===== config.mk =====
export PLATFORM = sky130hd
export DESIGN_NAME = imm_gen_pipe_flat
export DESIGN_NICKNAME = d
export VERILOG_FILES = /design/src/rtl/imm_gen_pipe_if.sv /design/src/rtl/imm_gen_pipe.sv /design/src/flat_wrapper.sv
export SDC_FILE = /design/constraint.sdc
export NUM_CORES = 1
export LEC_CHECK = 0
export ABC_CLOCK_PERIOD_IN_PS = 1400
export CELL_PAD_IN_SITES_DETAIL_PLACEMENT = 1
export CELL_PAD_IN_SITES_GLOBAL_PLACEMENT = 1
export CORE_ASPECT_RATIO = 1.25
export CORE_UTILIZATION = 35
export CTS_CLUSTER_SIZE = 12
export DETAILED_ROUTE_END_ITERATION = 10
export HOLD_SLACK_MARGIN = 0.02
export MAX_ROUTING_LAYER = met4
export PLACE_DENSITY = 0.72
export SETUP_SLACK_MARGIN = 0.3
export SLEW_MARGIN = 20
export SYNTH_ARGS = -nofsm -noshare
export SYNTH_HDL_FRONTEND = slang
export SYNTH_SLANG_ARGS = --single-unit

===== constraint.sdc =====
create_clock -name clk -period 1.4 [get_ports clk]
set_clock_uncertainty 0.15 [all_clocks]
set_input_delay 0.28 -clock clk [delete_from_list [all_inputs] [get_ports clk]]
set_output_delay 0.28 -clock clk [all_outputs]
set_load 0.02 [all_outputs]

===== src/rtl/imm_gen_pipe_if.sv =====
// rtl/imm_gen_pipe_if.sv - instruction-in / immediate-out handshake bundle for imm_gen_pipe
interface imm_gen_pipe_if #(
  parameter int XLEN  = 32,
  parameter int FMT_W = 3
);
  logic             in_valid;
  logic             in_ready;
  logic [31:0]      in_instr;
  logic             out_valid;
  logic             out_ready;
  logic [XLEN-1:0]  out_imm;
  logic [FMT_W-1:0] out_fmt;
  logic             out_illegal;

  // master: the fetch/decode side that supplies instructions and consumes immediates
  modport master (
    output in_valid, in_instr, out_ready,
    input  in_ready, out_valid, out_imm, out_fmt, out_illegal
  );

  modport slave (
    input  in_valid, in_instr, out_ready,
    output in_ready, out_valid, out_imm, out_fmt, out_illegal
  );
endinterface


===== src/rtl/imm_gen_pipe.sv =====
// rtl/imm_gen_pipe.sv - pipelined RISC-V immediate generator with 2-entry skid buffer
// Optional IMM_GEN_CSR_EN: CSR immediate forms (funct3[2]=1) decode as Z format.
module imm_gen_pipe #(
  parameter int XLEN  = 32,
  parameter int FMT_W = 3
) (
  input  logic         clk,
  input  logic         rst_n,
  imm_gen_pipe_if.slave bus
);

  localparam logic [FMT_W-1:0] FMT_NONE = FMT_W'(0);
  localparam logic [FMT_W-1:0] FMT_I    = FMT_W'(1);
  localparam logic [FMT_W-1:0] FMT_S    = FMT_W'(2);
  localparam logic [FMT_W-1:0] FMT_B    = FMT_W'(3);
  localparam logic [FMT_W-1:0] FMT_U    = FMT_W'(4);
  localparam logic [FMT_W-1:0] FMT_J    = FMT_W'(5);
`ifdef IMM_GEN_CSR_EN
  localparam logic [FMT_W-1:0] FMT_Z    = FMT_W'(6);
`endif

  typedef struct packed {
    logic [XLEN-1:0]  imm;
    logic [FMT_W-1:0] fmt;
    logic             ill;
  } entry_t;

  typedef enum logic [1:0] {
    OCC_EMPTY = 2'd0,
    OCC_ONE   = 2'd1,
    OCC_FULL  = 2'd2
  } occ_e;

  logic [31:0] instr;
  entry_t      dec;
  entry_t      main_q;
  entry_t      skid_q;
  occ_e        occ_q;
  occ_e        occ_d;
  logic        accept;
  logic        drain;
  logic        load_main_new;
  logic        load_main_skid;
  logic        load_skid;

  assign instr = bus.in_instr;

  // Size casts of signed fields sign-extend, so each format needs no explicit replication.
  always_comb begin
    dec.imm = '0;
    dec.fmt = FMT_NONE;
    dec.ill = 1'b0;
    case (instr[6:0])
      7'b0010011, 7'b0000011, 7'b1100111: begin
        dec.fmt = FMT_I;
        dec.imm = XLEN'($signed(instr[31:20]));
      end
      7'b1110011: begin
`ifdef IMM_GEN_CSR_EN
        if (instr[14]) begin
          dec.fmt = FMT_Z;
          dec.imm = XLEN'(instr[19:15]);
        end else begin
          dec.fmt = FMT_I;
          dec.imm = XLEN'($signed(instr[31:20]));
        end
`else
        dec.fmt = FMT_I;
        dec.imm = XLEN'($signed(instr[31:20]));
`endif
      end
      7'b0100011: begin
        dec.fmt = FMT_S;
        dec.imm = XLEN'($signed({instr[31:25], instr[11:7]}));
      end
      7'b1100011: begin
        dec.fmt = FMT_B;
        dec.imm = XLEN'($signed({instr[31], instr[7], instr[30:25], instr[11:8], 1'b0}));
      end
      7'b0110111, 7'b0010111: begin
        dec.fmt = FMT_U;
        dec.imm = XLEN'($signed({instr[31:12], 12'b0}));
      end
      7'b1101111: begin
        dec.fmt = FMT_J;
        dec.imm = XLEN'($signed({instr[31], instr[19:12], instr[20], instr[30:21], 1'b0}));
      end
      7'b0110011: begin
        dec.fmt = FMT_NONE;
      end
      default: begin
        dec.ill = 1'b1;
      end
    endcase
  end

  // in_ready depends only on registered occupancy, never on out_ready.
  assign accept = bus.in_valid && (occ_q != OCC_FULL);
  assign drain  = (occ_q != OCC_EMPTY) && bus.out_ready;

  always_ff @(posedge clk or negedge rst_n) begin
    if (!rst_n) begin
      occ_q <= OCC_EMPTY;
    end else begin
      occ_q <= occ_d;
    end
  end

  always_comb begin
    occ_d          = occ_q;
    load_main_new  = 1'b0;
    load_main_skid = 1'b0;
    load_skid      = 1'b0;
    case (occ_q)
      OCC_EMPTY: begin
        if (accept) begin
          load_main_new = 1'b1;
          occ_d         = OCC_ONE;
        end
      end
      OCC_ONE: begin
        if (accept && drain) begin
          load_main_new = 1'b1;
        end else if (accept) begin
          load_skid = 1'b1;
          occ_d     = OCC_FULL;
        end else if (drain) begin
          occ_d = OCC_EMPTY;
        end
      end
      OCC_FULL: begin
        if (drain) begin
          load_main_skid = 1'b1;
          occ_d          = OCC_ONE;
        end
      end
      default: begin
        occ_d = OCC_EMPTY;
      end
    endcase
  end

  always_ff @(posedge clk or negedge rst_n) begin
    if (!rst_n) begin
      main_q <= '0;
      skid_q <= '0;
    end else begin
      if (load_main_new) begin
        main_q <= dec;
      end else if (load_main_skid) begin
        main_q <= skid_q;
      end
      if (load_skid) begin
        skid_q <= dec;
      end
    end
  end

  assign bus.in_ready    = (occ_q != OCC_FULL);
  assign bus.out_valid   = (occ_q != OCC_EMPTY);
  assign bus.out_imm     = main_q.imm;
  assign bus.out_fmt     = main_q.fmt;
  assign bus.out_illegal = main_q.ill;

endmodule


===== src/flat_wrapper.sv =====
// flat-port wrapper written by rule: the top's interface ports become plain ports
module imm_gen_pipe_flat 
#(
  parameter int XLEN  = 32,
  parameter int FMT_W = 3
)
  (clk, rst_n, bus_in_valid, bus_in_instr, bus_out_ready, bus_in_ready, bus_out_valid, bus_out_imm, bus_out_fmt, bus_out_illegal);
  imm_gen_pipe_if #(.XLEN(XLEN), .FMT_W(FMT_W)) bus_i ();
  input  logic clk;
  input  logic rst_n;
  input wire logic [$bits(bus_i.in_valid)-1:0] bus_in_valid;
  input wire logic [$bits(bus_i.in_instr)-1:0] bus_in_instr;
  input wire logic [$bits(bus_i.out_ready)-1:0] bus_out_ready;
  output wire logic [$bits(bus_i.in_ready)-1:0] bus_in_ready;
  output wire logic [$bits(bus_i.out_valid)-1:0] bus_out_valid;
  output wire logic [$bits(bus_i.out_imm)-1:0] bus_out_imm;
  output wire logic [$bits(bus_i.out_fmt)-1:0] bus_out_fmt;
  output wire logic [$bits(bus_i.out_illegal)-1:0] bus_out_illegal;
  assign bus_i.in_valid = bus_in_valid;
  assign bus_i.in_instr = bus_in_instr;
  assign bus_i.out_ready = bus_out_ready;
  assign bus_in_ready = bus_i.in_ready;
  assign bus_out_valid = bus_i.out_valid;
  assign bus_out_imm = bus_i.out_imm;
  assign bus_out_fmt = bus_i.out_fmt;
  assign bus_out_illegal = bus_i.out_illegal;
  imm_gen_pipe #(.XLEN(XLEN), .FMT_W(FMT_W)) u_core (.clk(clk), .rst_n(rst_n), .bus(bus_i));
endmodule

After elaboration in Yosys (flattened, before gate mapping)

Cells that the tools add are included.

Bits in registers: 74
Latch bits: 0
RAM bits: 0
Bits in read-only memories: 0
Input port bits: 36
Output and inout bits: 38
Word-level logic and storage cells: 52
Memories: 0

$add $sub $neg: 0
Multipliers: 0
Div/mod/pow operators: 0
Magnitude comparators: 0
Eq/ne operators: 17
Shifts and indexed selects: 0
Muxes and demuxes: 18
Bitwise logic cells: 0
Reductions and logical operators: 10

Operators by type and width:

| kind                                                   | count |
|---|---|
| one-hot mux 32 bit (5 select lines)                    | 1 |
| 2-to-1 mux 36 bit                                      | 2 |
| equality test 7 bit (second input constant)            | 4 |
| equality test 7 x 6 -> 1 bit (second input constant)   | 3 |
| one-hot mux 3 bit (5 select lines)                     | 1 |
| equality test 7 x 5 -> 1 bit (second input constant)   | 2 |
| 2-to-1 mux 2 bit                                       | 5 |
| OR reduction 10 bit                                    | 1 |
| equality test 7 x 2 -> 1 bit (second input constant)   | 1 |
| 2-to-1 mux 1 bit                                       | 7 |
| one-hot mux 2 bit (3 select lines)                     | 1 |
| inequality test 2 x 1 -> 1 bit (second input constant) | 2 |
| inequality test 2 bit (second input constant)          | 2 |
| AND reduction 4 bit                                    | 1 |
| nonzero test 2 bit                                     | 2 |
| OR reduction 4 bit                                     | 1 |
| logical AND 1 bit                                      | 3 |
| inequality test 3 x 1 -> 1 bit (second input constant) | 1 |
| equality test 2 x 1 -> 1 bit (second input constant)   | 1 |
| equality test 2 bit (second input constant)            | 1 |
| zero test 2 bit                                        | 1 |
| one-hot mux 1 bit (2 select lines)                     | 1 |
| OR reduction 2 bit                                     | 1 |

Logic depth before layout (Yosys ltp)

Depth after elaboration: 6
Mapped depth: 6
Gate-level depth less buffers: 4

Worst setup path after synthesis

No wires, ideal clock.

Path type: flip-flop to flip-flop
Start: register u_core.occ_q[0]
End: register u_core.main_q, in the netlist u_core.bus.out_imm[20]
Setup time: 0.086 ns
Data arrival time: 1.364 ns
Required time: 1.164 ns
Slack: -0.200 ns
Stages on the path, launching flop included: 6
Buffers on the path: 1
Clock period less this slack: 1.600 ns
Path through: dfrtp_1 > nand2b_1 > nor2_1 > clkbuf_1 > nand2_1 > a32oi_1

Longest elaborated chain between the ends: 6
Elaborated cells on any way between the ends: 15
Classes of those cells: 3 x eq/ne; 6 x mux; 6 x reduce/logical

RTL lines:

| element                                                        | RTL line            | text |
|---|---|---|
| start: declaration                                             | imm_gen_pipe.sv:38  | `occ_e occ_q;` |
| start signal: assignment                                       | imm_gen_pipe.sv:103 | `occ_q <= OCC_EMPTY;` |
| start signal: assignment                                       | imm_gen_pipe.sv:105 | `occ_q <= occ_d;` |
| inequality test 2 bit *                                        | n/a                 |  |
| named net bus_in_ready                                         | flat_wrapper.sv:14  | `output wire logic [$bits(bus_i.in_ready)-1:0] bus_in_ready;` |
| logical AND 1 bit *                                            | imm_gen_pipe.sv:98  | `assign accept = bus.in_valid && (occ_q != OCC_FULL);` |
| logical AND 1 bit                                              | imm_gen_pipe.sv:122 | `if (accept && drain) begin` |
| 2-to-1 mux 1 bit                                               | imm_gen_pipe.sv:122 |  |
| one-hot mux 1 bit (2 select lines) *                           | imm_gen_pipe.sv:114 | `case (occ_q)` |
| 2-to-1 mux 36 bit / nonzero test 2 bit (equally long branches) | n/a                 |  |
| end signal: assignment                                         | imm_gen_pipe.sv:151 | `main_q <= skid_q;` |
| end: declaration                                               | imm_gen_pipe.sv:36  | `entry_t main_q;` |

The timed path passes the listed nets; every way through them passes the cells marked *.
A chain may end at the register's enable or synchronous reset.

Worst setup path after layout

Start: register u_core.occ_q[1]
End: register u_core.main_q, in the netlist u_core.bus.out_illegal

Longest elaborated chain between the ends: 6
Elaborated cells on any way between the ends: 15
Classes of those cells: 3 x eq/ne; 6 x mux; 6 x reduce/logical

RTL lines:

| element                                                            | RTL line |
|---|---|
| inequality test 2 bit / nonzero test 2 bit (equally long branches) | imm_gen_pipe.sv:98, imm_gen_pipe.sv:99 |
| logical AND 1 bit, on equally long branches                        | imm_gen_pipe.sv:98, imm_gen_pipe.sv:99 |
| logical AND 1 bit                                                  | imm_gen_pipe.sv:122 |
| 2-to-1 mux 1 bit                                                   | imm_gen_pipe.sv:122 |
| one-hot mux 1 bit (2 select lines)                                 | imm_gen_pipe.sv:114 |
| 2-to-1 mux 36 bit / nonzero test 2 bit (equally long branches)     | n/a |

Several ways; a longest one is shown, not always the timed one.

==> run metrics <==
Worst-Skew Late Latency 0.35 ns; met2 Track Usage GR 0.485; non-filler cells, final 684; cell family with most CP delay buffers and inverters; grt total ovfl 0; Fmax achieved 555 MHz; Clock Tree Root clkbuf_16; Syn Inst Count 380; global-route wire length before repair 20900 um; Critical Path Fanout Max 7; Syn Area/Cell 9.69 sq um; Synth top cells by count nand2_1, dfrtp_1, nor2_1; Yosys warnings 0; Critical Path AT 1.85 ns; final count of hold timing violations 0; Die Height 117 um; Die Area 10900 sq um; most common cell in the netlist nand2_1; number of global-route vias before repair 3950; Core Footprint 10200 sq um; Synth Net Count 416; Slew HR 0.700; min-delay worst type in -> reg; DIE WIDTH 93.7 um; WL/cell 24.9 um; peak supply drop 0.000666 V; dpl cells 610; status finished, violations left; initial antenna violation count 0; pwr dens 1340 nW/um^2; Final period util 1.29; worst reg-to-reg path cell count 6; fin crit period 1.80 ns; drt drc 0; Yosys top cell by area dfrtp_1; Total Wirelength 17000 um; Max Cap Viol 0; max-slew violation count 0; failing checks negative setup slack; placement row count 41; Cell variety after synth 50; r2r setup slk -0.40 ns; nets@finish 586; Crit path depth 6; H-tree depth 3; fraction of layout cells with a size suffix above 1 0.589; CTS buffer count 9; Worst path slowest cell dfrtp_2; clock slew at reported path FFs 0.06 ns; largest net degree at the start of global routing 75; total I/O pin count 74; hpwl dp 7910 um; initial DRC count 255; critical path data required time 1.45 ns; hold path cells 4; Buf+Inv Stages, Crit Path 3; max incr delay on CP 0.44 ns; top post-synthesis cells by area dfrtp_1, nand2_1, a32oi_1; Vias 4007; post-synth top area share 0.503; Mapped Area 3680 sq um; DRT antenna net count 0; Max Root-Sink Buffers 2; GR Layer Usage met3 0.0410; startpoint types flop; RSZ-0062 raised after global routing yes; predominant post-synthesis flop cell dfrtp_1; EDFF count, synth 0; Area Overhead vs Synth 82.1%; CP cell instances buf_6, nand3b_1, buf_6, buf_12, mux2i_1, a22oi_1; CTS tree yes; sequential area share after synthesis 0.503; Pleak 2.85 nW; CP most frequent cell buf_6; clock sinks 74; slew at the pin closest to its max-slew limit 0.446 ns; gr busiest metal met2; Ant. Diodes 0; # setup viols final 73; GPL Wtd Cong 0.856; Final WS setup -0.401 ns; drt first pass iters 5; fillers 1030; Via density 5.86; Starting Density 0.363; met1 usage 0.290; Seq cells post-synth 74; WS Path Type reg -> reg; CP Capture Type flop; ys async rst share 1.00; count of buffers from port buffering 73; gr usage total 0.267; setup TNS -15.55 ns
## logic make-up after synthesis
group                  synth area share
XOR/XNOR                        0.00238
buffers and inverters            0.0394
flip-flops                        0.503
AO/OA/AOI/OAI                     0.199
multiplexers                     0.0466
AND/OR/NAND/NOR                   0.210
## cells in the final DEF (no fill, tap or decap), types with 7 or more instances in the layout
cell type	n
a31oi_1	13
o21ai_2	8
a32oi_1	15
buf_4	69
a21oi_2	17
dfrtp_1	72
mux2_4	9
buf_6	64
nor2_4	15
a21oi_1	7
nor2_2	9
nand2_4	17
nor2_1	10
nand2_2	30
nand2_1	40
clkdlybuf4s50_1	22
clkbuf_16	11
o21ai_1	7
buf_12	9
## worst reg2reg max path, cell delays in order (launching register included)
cell,delay [ns]
dfrtp_2,0.44
buf_6,0.13
nand3b_1,0.13
buf_6,0.22
buf_12,0.18
mux2i_1,0.25
a22oi_1,0.15
## flip-flops by register name, summed over array words and instances, names as in the netlist
signal,cells
u_core.skid_q,36
u_core.occ_q,2
u_core.bus.out_imm,32
u_core.bus.out_fmt,3
u_core.bus.out_illegal,1
## layout make-up
class                   instances  area [sq um]  share of cell area
multi-input cells             278          2430               0.362
repair buffers                185          1930               0.288
flip-flops and latches         74          1850               0.277
clock buffers                  11           243              0.0362
well taps                     129           161              0.0241
clock inverters                 5          77.6              0.0116
inverters                       2          7.51             0.00112
## repair_timing
action,4_1_cts,5_1_grt
endpoints found under the hold margin,74,0
setup endpoints to repair,112,112
gates cloned,7,2
resized for setup,333,130
buffers inserted,23,25
hold buffers,1,0
pin swaps,22,57
## per-stage QoR
step	utilization	worst slack (ns)	area [sq um]	total power, mW	hold WS (ns)
2_1_floorplan	-	-0.140	3840	3.92	-0.166
3_3_place_gp	0.492	-0.706	5000	4.81	0.184
3_5_place_dp	0.492	-0.796	5000	4.90	0.191
4_1_cts	0.588	-0.236	5970	7.89	0.309
5_1_grt	0.660	-0.453	6710	9.27	0.271
6_report	0.660	-0.401	6710	8.97	0.247
## worst paths after layout
kind | from | to
worst max-delay path | u_core.occ_q[1] | u_core.bus.out_illegal
worst min-delay path | bus_in_instr[22] | u_core.bus.out_imm[22]
worst max register to register | u_core.occ_q[1] | u_core.bus.out_illegal
worst min register to register | u_core.skid_q[6] | u_core.skid_q[6]
max in group asynchronous | rst_n | u_core.occ_q[0]
min in group asynchronous | rst_n | u_core.skid_q[4]
## power by group
part,switching (mW),internal (mW),total (mW)
combinational,1.57,1.71,3.28
clock,0.963,1.60,2.57
sequential,0.512,2.61,3.12
total,3.05,5.92,8.97
## metal layers
| metal | part of all wire | wire [um] |
|---|---|---|
| met3 | 0.051 | 866 |
| met5 | 0 | 0 |
| met4 | 0.043 | 733 |
| met1 | 0.35 | 6010 |
| met2 | 0.55 | 9420 |
Power figures use the tool's default switching activity.
